### config.mk
export PLATFORM = sky130hd
export DESIGN_NAME = if_fetch_queue
export DESIGN_NICKNAME = d
export VERILOG_FILES = /design/src/rtl/if_fetch_queue.sv
export SDC_FILE = /design/constraint.sdc
export NUM_CORES = 1
export LEC_CHECK = 0
export CAP_MARGIN = 20
export CORE_ASPECT_RATIO = 1.75
export CORE_MARGIN = 4
export CORE_UTILIZATION = 25
export CTS_CLUSTER_DIAMETER = 100
export CTS_CLUSTER_SIZE = 16
export DETAILED_ROUTE_END_ITERATION = 6
export PLACE_DENSITY = 0.48
export SYNTH_ARGS = -nofsm -noshare
export SYNTH_HDL_FRONTEND = slang
export SYNTH_SLANG_ARGS = --single-unit
### constraint.sdc
create_clock -name Clk -period 8.38 [get_ports Clk]
set_clock_uncertainty 0.2 [all_clocks]
set_input_delay 1.676 -clock Clk [delete_from_list [all_inputs] [get_ports Clk]]
set_output_delay 1.676 -clock Clk [all_outputs]
set_load 0.01 [all_outputs]
### src/rtl/if_fetch_queue.sv
// if_fetch_queue: instruction fetch stage with a FQ_DEPTH-entry fetch queue.
// Drives a 1-cycle-latency instruction SRAM from a PC register, tags each
// returned word with its PC and hands entries to OF over valid/ready.
// A taken branch from EX flushes the queue and kills the in-flight read.
// Optional feature macro: IF_PERF_CNT_EN adds fetch/stall performance counters.
module if_fetch_queue #(
    parameter int              XLEN            = 32,
    parameter int              INST_ADDR_WIDTH = 10,
    parameter int              FQ_DEPTH        = 4,
    parameter logic [XLEN-1:0] RESET_PC        = 32'h0000_0000
) (
    input  logic                       Clk,
    input  logic                       Rst_n,
    input  logic                       Start,
    output logic                       Imem_En,
    output logic [INST_ADDR_WIDTH-1:0] Imem_Addr,
    input  logic [XLEN-1:0]            Imem_Data,
    input  logic                       Ex_IsBranchTaken,
    input  logic [XLEN-1:0]            Ex_BranchPC,
    output logic                       Of_Valid,
    input  logic                       Of_Ready,
    output logic [XLEN-1:0]            Of_Pc,
    output logic [XLEN-1:0]            Of_Instr,
    output logic [$clog2(FQ_DEPTH):0]  Fq_Count
`ifdef IF_PERF_CNT_EN
    ,
    output logic [31:0]                Perf_Fetch_Cnt,
    output logic [31:0]                Perf_Stall_Cnt
`endif
);

    localparam int AW = $clog2(FQ_DEPTH);
    localparam int CW = AW + 1;
    localparam int NW = CW + 1;   // headroom for count + inflight

    typedef enum logic {IDLE = 1'b0, RUN = 1'b1} state_e;

    state_e             state_q, state_d;
    logic               run_en;
    logic [XLEN-1:0]    pc_q, pc_d;
    logic [XLEN-1:0]    ipc_q;
    logic               inflight_q;
    logic [AW-1:0]      rd_ptr_q, wr_ptr_q;
    logic [CW-1:0]      count_q, count_d;
    logic [XLEN-1:0]    pc_mem_q    [FQ_DEPTH];
    logic [XLEN-1:0]    instr_mem_q [FQ_DEPTH];
    logic               issue, push, pop, credit_ok;
    logic [NW-1:0]      need;
    logic               unused_bpc_lsb;

    // Branch target low bits are forced to zero, so they are never consumed.
    assign unused_bpc_lsb = ^Ex_BranchPC[1:0];

    // Run-control FSM state register.
    always_ff @(posedge Clk or negedge Rst_n) begin
        if (!Rst_n) state_q <= IDLE;
        else        state_q <= state_d;
    end

    // Next state; fetching follows the decision made this cycle so a Start
    // rise fetches immediately and a Start drop stops fetching immediately.
    always_comb begin
        state_d = state_q;
        run_en  = 1'b0;
        case (state_q)
            IDLE: if (Start) begin
                state_d = RUN;
                run_en  = 1'b1;
            end
            RUN: begin
                if (!Start) state_d = IDLE;
                else        run_en  = 1'b1;
            end
            default: state_d = IDLE;
        endcase
    end

    // Handshake, credit and push decisions.
    always_comb begin
        Of_Valid  = (count_q != '0) & ~Ex_IsBranchTaken;
        pop       = Of_Valid & Of_Ready;
        push      = inflight_q & ~Ex_IsBranchTaken;
        // Occupancy after this cycle's pop plus the outstanding response
        // must leave room for one more entry; count+inflight >= pop always.
        need      = NW'(count_q) + NW'(inflight_q) - NW'(pop);
        credit_ok = need < NW'(FQ_DEPTH);
        // Rst_n gates the strobe so no read fires while held in reset.
        issue     = Rst_n & run_en & ~Ex_IsBranchTaken & credit_ok;
        count_d   = count_q + CW'(push) - CW'(pop);
    end

    assign Imem_En   = issue;
    assign Imem_Addr = pc_q[INST_ADDR_WIDTH+1:2];
    assign Of_Pc     = pc_mem_q[rd_ptr_q];
    assign Of_Instr  = instr_mem_q[rd_ptr_q];
    assign Fq_Count  = count_q;

    // Next PC: redirect wins, otherwise advance only on issue.
    always_comb begin
        pc_d = pc_q;
        if (Ex_IsBranchTaken) pc_d = {Ex_BranchPC[XLEN-1:2], 2'b00};
        else if (issue)       pc_d = pc_q + XLEN'(4);
    end

    // PC and in-flight tracking; a redirect drops the outstanding response.
    always_ff @(posedge Clk or negedge Rst_n) begin
        if (!Rst_n) begin
            pc_q       <= RESET_PC;
            ipc_q      <= '0;
            inflight_q <= 1'b0;
        end else begin
            pc_q       <= pc_d;
            inflight_q <= issue;
            if (issue) ipc_q <= pc_q;
        end
    end

    // Fetch queue storage and pointers; a redirect empties it in one cycle.
    always_ff @(posedge Clk or negedge Rst_n) begin
        if (!Rst_n) begin
            rd_ptr_q <= '0;
            wr_ptr_q <= '0;
            count_q  <= '0;
            for (int i = 0; i < FQ_DEPTH; i++) begin
                pc_mem_q[i]    <= '0;
                instr_mem_q[i] <= '0;
            end
        end else if (Ex_IsBranchTaken) begin
            rd_ptr_q <= '0;
            wr_ptr_q <= '0;
            count_q  <= '0;
        end else begin
            if (push) begin
                pc_mem_q[wr_ptr_q]    <= ipc_q;
                instr_mem_q[wr_ptr_q] <= Imem_Data;
                wr_ptr_q              <= wr_ptr_q + AW'(1);
            end
            if (pop) rd_ptr_q <= rd_ptr_q + AW'(1);
            count_q <= count_d;
        end
    end

`ifdef IF_PERF_CNT_EN
    logic [31:0] fetch_cnt_q, stall_cnt_q;

    // Performance counters; free-running, survive redirects, wrap at 2^32.
    always_ff @(posedge Clk or negedge Rst_n) begin
        if (!Rst_n) begin
            fetch_cnt_q <= '0;
            stall_cnt_q <= '0;
        end else begin
            if (push)                 fetch_cnt_q <= fetch_cnt_q + 32'd1;
            if (Of_Valid & ~Of_Ready) stall_cnt_q <= stall_cnt_q + 32'd1;
        end
    end

    assign Perf_Fetch_Cnt = fetch_cnt_q;
    assign Perf_Stall_Cnt = stall_cnt_q;
`endif

endmodule

==> run metrics <==
post-DP HPWL=22900 um; ANT nets after route=0; CTS Hold Buffers Added=0; status=finished clean; antenna cell count=0; # port buffers=between 100 and 150; FF-to-FF setup slack=between 4 and 5 ns; FFs w/ async S/R, synth=1.00; crit end category=output port; via count=between 8000 and 9000; CTS root buf=clkbuf_16; Initial Util=0.253; Lkg Pwr=0.00742 uW; Post-CTS Setup Inserts=0; fin crit share=0.836; Final Cell Area=17100 sq um; DP Cell Count=approximately 1800; leading cell type in the layout, fill and taps excluded=dfrtp_1; core area=between 50000 and 60000 sq um; CTS sink cnt=between 300 and 400; Tightest Pin Transition=1.05 ns; Worst EP required=~6.5 ns; post-CTS resize count=0; crit-path max FO=23; Slew HR=0.296; Post-synth EDFFs=0; Final Util=0.303; Synth Flop Type=dfrtp_1; synthesis-to-layout area growth=19.6%; CP Class=in2out; fill count=5661; synthesized instance count=~940; Achievable Freq=~0.14 GHz; die area=61400 sq um; area of the multi-input gates=6080 sq um; Worst R2R Path Depth=11; chip width=189 um; library cells used by synthesis=42; Hold Crit Class=reg2reg; Yosys reg bits=~320; setup total negative slack=0 ns; Die Ht=325 um; Initial DRT Pass Iterations=4; Yosys warnings=0; Skew-Pair Late Insertion Delay=0.54 ns; layout cells sized above 1=0.386; number of global-route vias before repair=9040; GRT overflow=0; nets=1137; Arrival @ worst endpoint=5.13 ns; gr usage total=0.117; TritonCTS buffer count=23; final setup vio count=0; non-filler cells, final=1817; Cell Area, Synth=~14000 sq um; pwr dens=273 nW/um^2; CTS tree=yes; Reg area=7920 sq um; Hold Crit Depth=1; I/O pin total=148; DR DRC count=0; largest net degree at the start of global routing=73; Seq/Total Area, Yosys=0.552; Post-Syn Area per Cell=15.2 sq um; Initial DRC Count=between 200 and 300; Startpoint Class=input pin; Hold Violations, Final=0; most frequent cells in the layout=314 x dfrtp_1, 283 x mux2_2, 141 x clkdlybuf4s50_1; initial antenna violation count=0; WL/cell=20.0 um; max_cap viols=0; fin crit period=about 7 ns; H-tree Lvls=1; unrepaired setup endpoints after global routing=false; routability cong.=between 0.7 and 0.8; vias per cell=about 4.5; clock-pin transition on the worst setup and hold timing paths=0.07 ns; first-pass GRT wire length=56500 um; Max Buffers Root-to-Sink=3; post-place instance area=16500 sq um; Slew Viols, Final=0; VDD IR-drop max=0.000212 V; Post-Route WL=36400 um; row count=115
[area by class of cell]
cell class | count | share of cell area
flip-flops and latches | 316 | 0.462
multi-input cells | 546 | 0.355
repair buffers | 157 | 0.0897
well taps | 760 | 0.0555
clock buffers | 24 | 0.0338
inverters | 13 | 0.00285
clock inverters | 1 | 0.00175
[layer usage]
layer  vias to the layer above  global-route usage  wire length [um]
met2                       149               0.208             18900
met5                         -                   0                 0
met1                      4391               0.148             15300
met3                        31              0.0180              1430
li1                       3663                   -                 -
met4                         0              0.0300               728
[power by group]
group / switching (uW) / internal [uW]
clock network: 527 / 519
registers: 281 / 1860
logic: 591 / 907
[critical path: stages]
cell             delay (ns)
clkdlybuf4s50_1        0.45
nor3b_1                0.50
ha_1                   0.25
inv_1                  0.04
ha_1                   0.26
and3b_1                0.18
or4_1                  0.47
buf_4                  0.28
a211oi_4               0.39
clkdlybuf4s50_1        0.61
[synth_stat cells, drive strengths merged (3+ instances only)]
cell type	instances	area, sq um
a31oi	3	18.8
a211oi	7	57.6
mux2i	8	80.1
inv	13	48.8
clkbuf	39	146
nand4	5	31.3
xnor2	15	131
xor2	7	61.3
nor2b	6	37.5
and4	4	35.0
and3	5	31.3
nor2	13	48.8
ha	10	125
o21ai	15	75.1
a221o	3	30.0
dfrtp	316	7910
a2111oi	14	260
nand3	15	75.1
nor3b	3	22.5
mux2	283	3190
nand2	43	161
a22oi	3	22.5
nor3	9	45.0
buf	29	191
mux4	62	1400
[flip-flops by register name, indices dropped and copies added, names as in the netlist]
| signal | count |
|---|---|
| pc_q | 30 |
| inflight_q | 1 |
| wr_ptr_q | 2 |
| rd_ptr_q | 2 |
| ipc_q | 30 |
| instr_mem_q | 128 |
| pc_mem_q | 120 |
| Fq_Count | 3 |
[logic make-up (layout without fill, tap and decap cells)]
logic type / Yosys count / in the layout / share of synthesized area
multiplexers: 353 / 353 / 0.325
AO/OA/AOI/OAI: 50 / 50 / 0.0354
AND/OR/NAND/NOR: 108 / 108 / 0.0366
adder cells (fa/ha/maj): 11 / 11 / 0.0101
buffers and inverters: 81 / 195 / 0.0270
other: 1 / 2 / 0.000262
XOR/XNOR: 22 / 22 / 0.0134
flip-flops: 316 / 316 / 0.552
[per-stage QoR]
stage | hold slack (ns) | power, uW | worst slack [ns]
after floorplan | 0.274 | 2980 | 2.33
after global placement | 0.281 | 3680 | 1.34
after detailed placement | 0.287 | 3720 | 1.34
after CTS | 0.303 | 4810 | 1.33
after global routing | 0.309 | 4970 | 1.18
final | 0.301 | 4680 | 1.38
[path summary, 6_finish.rpt]
check                                 from         endpoint
setup / recovery                  Of_Ready          Imem_En
min in group asynchronous            Rst_n  instr_mem_q[86]
hold / removal             instr_mem_q[44]  instr_mem_q[44]
hold reg to reg            instr_mem_q[44]  instr_mem_q[44]
setup reg to reg               Fq_Count[1]         ipc_q[6]
max in group asynchronous            Rst_n      rd_ptr_q[1]
Note: power is estimated with default switching activity, not from simulation.
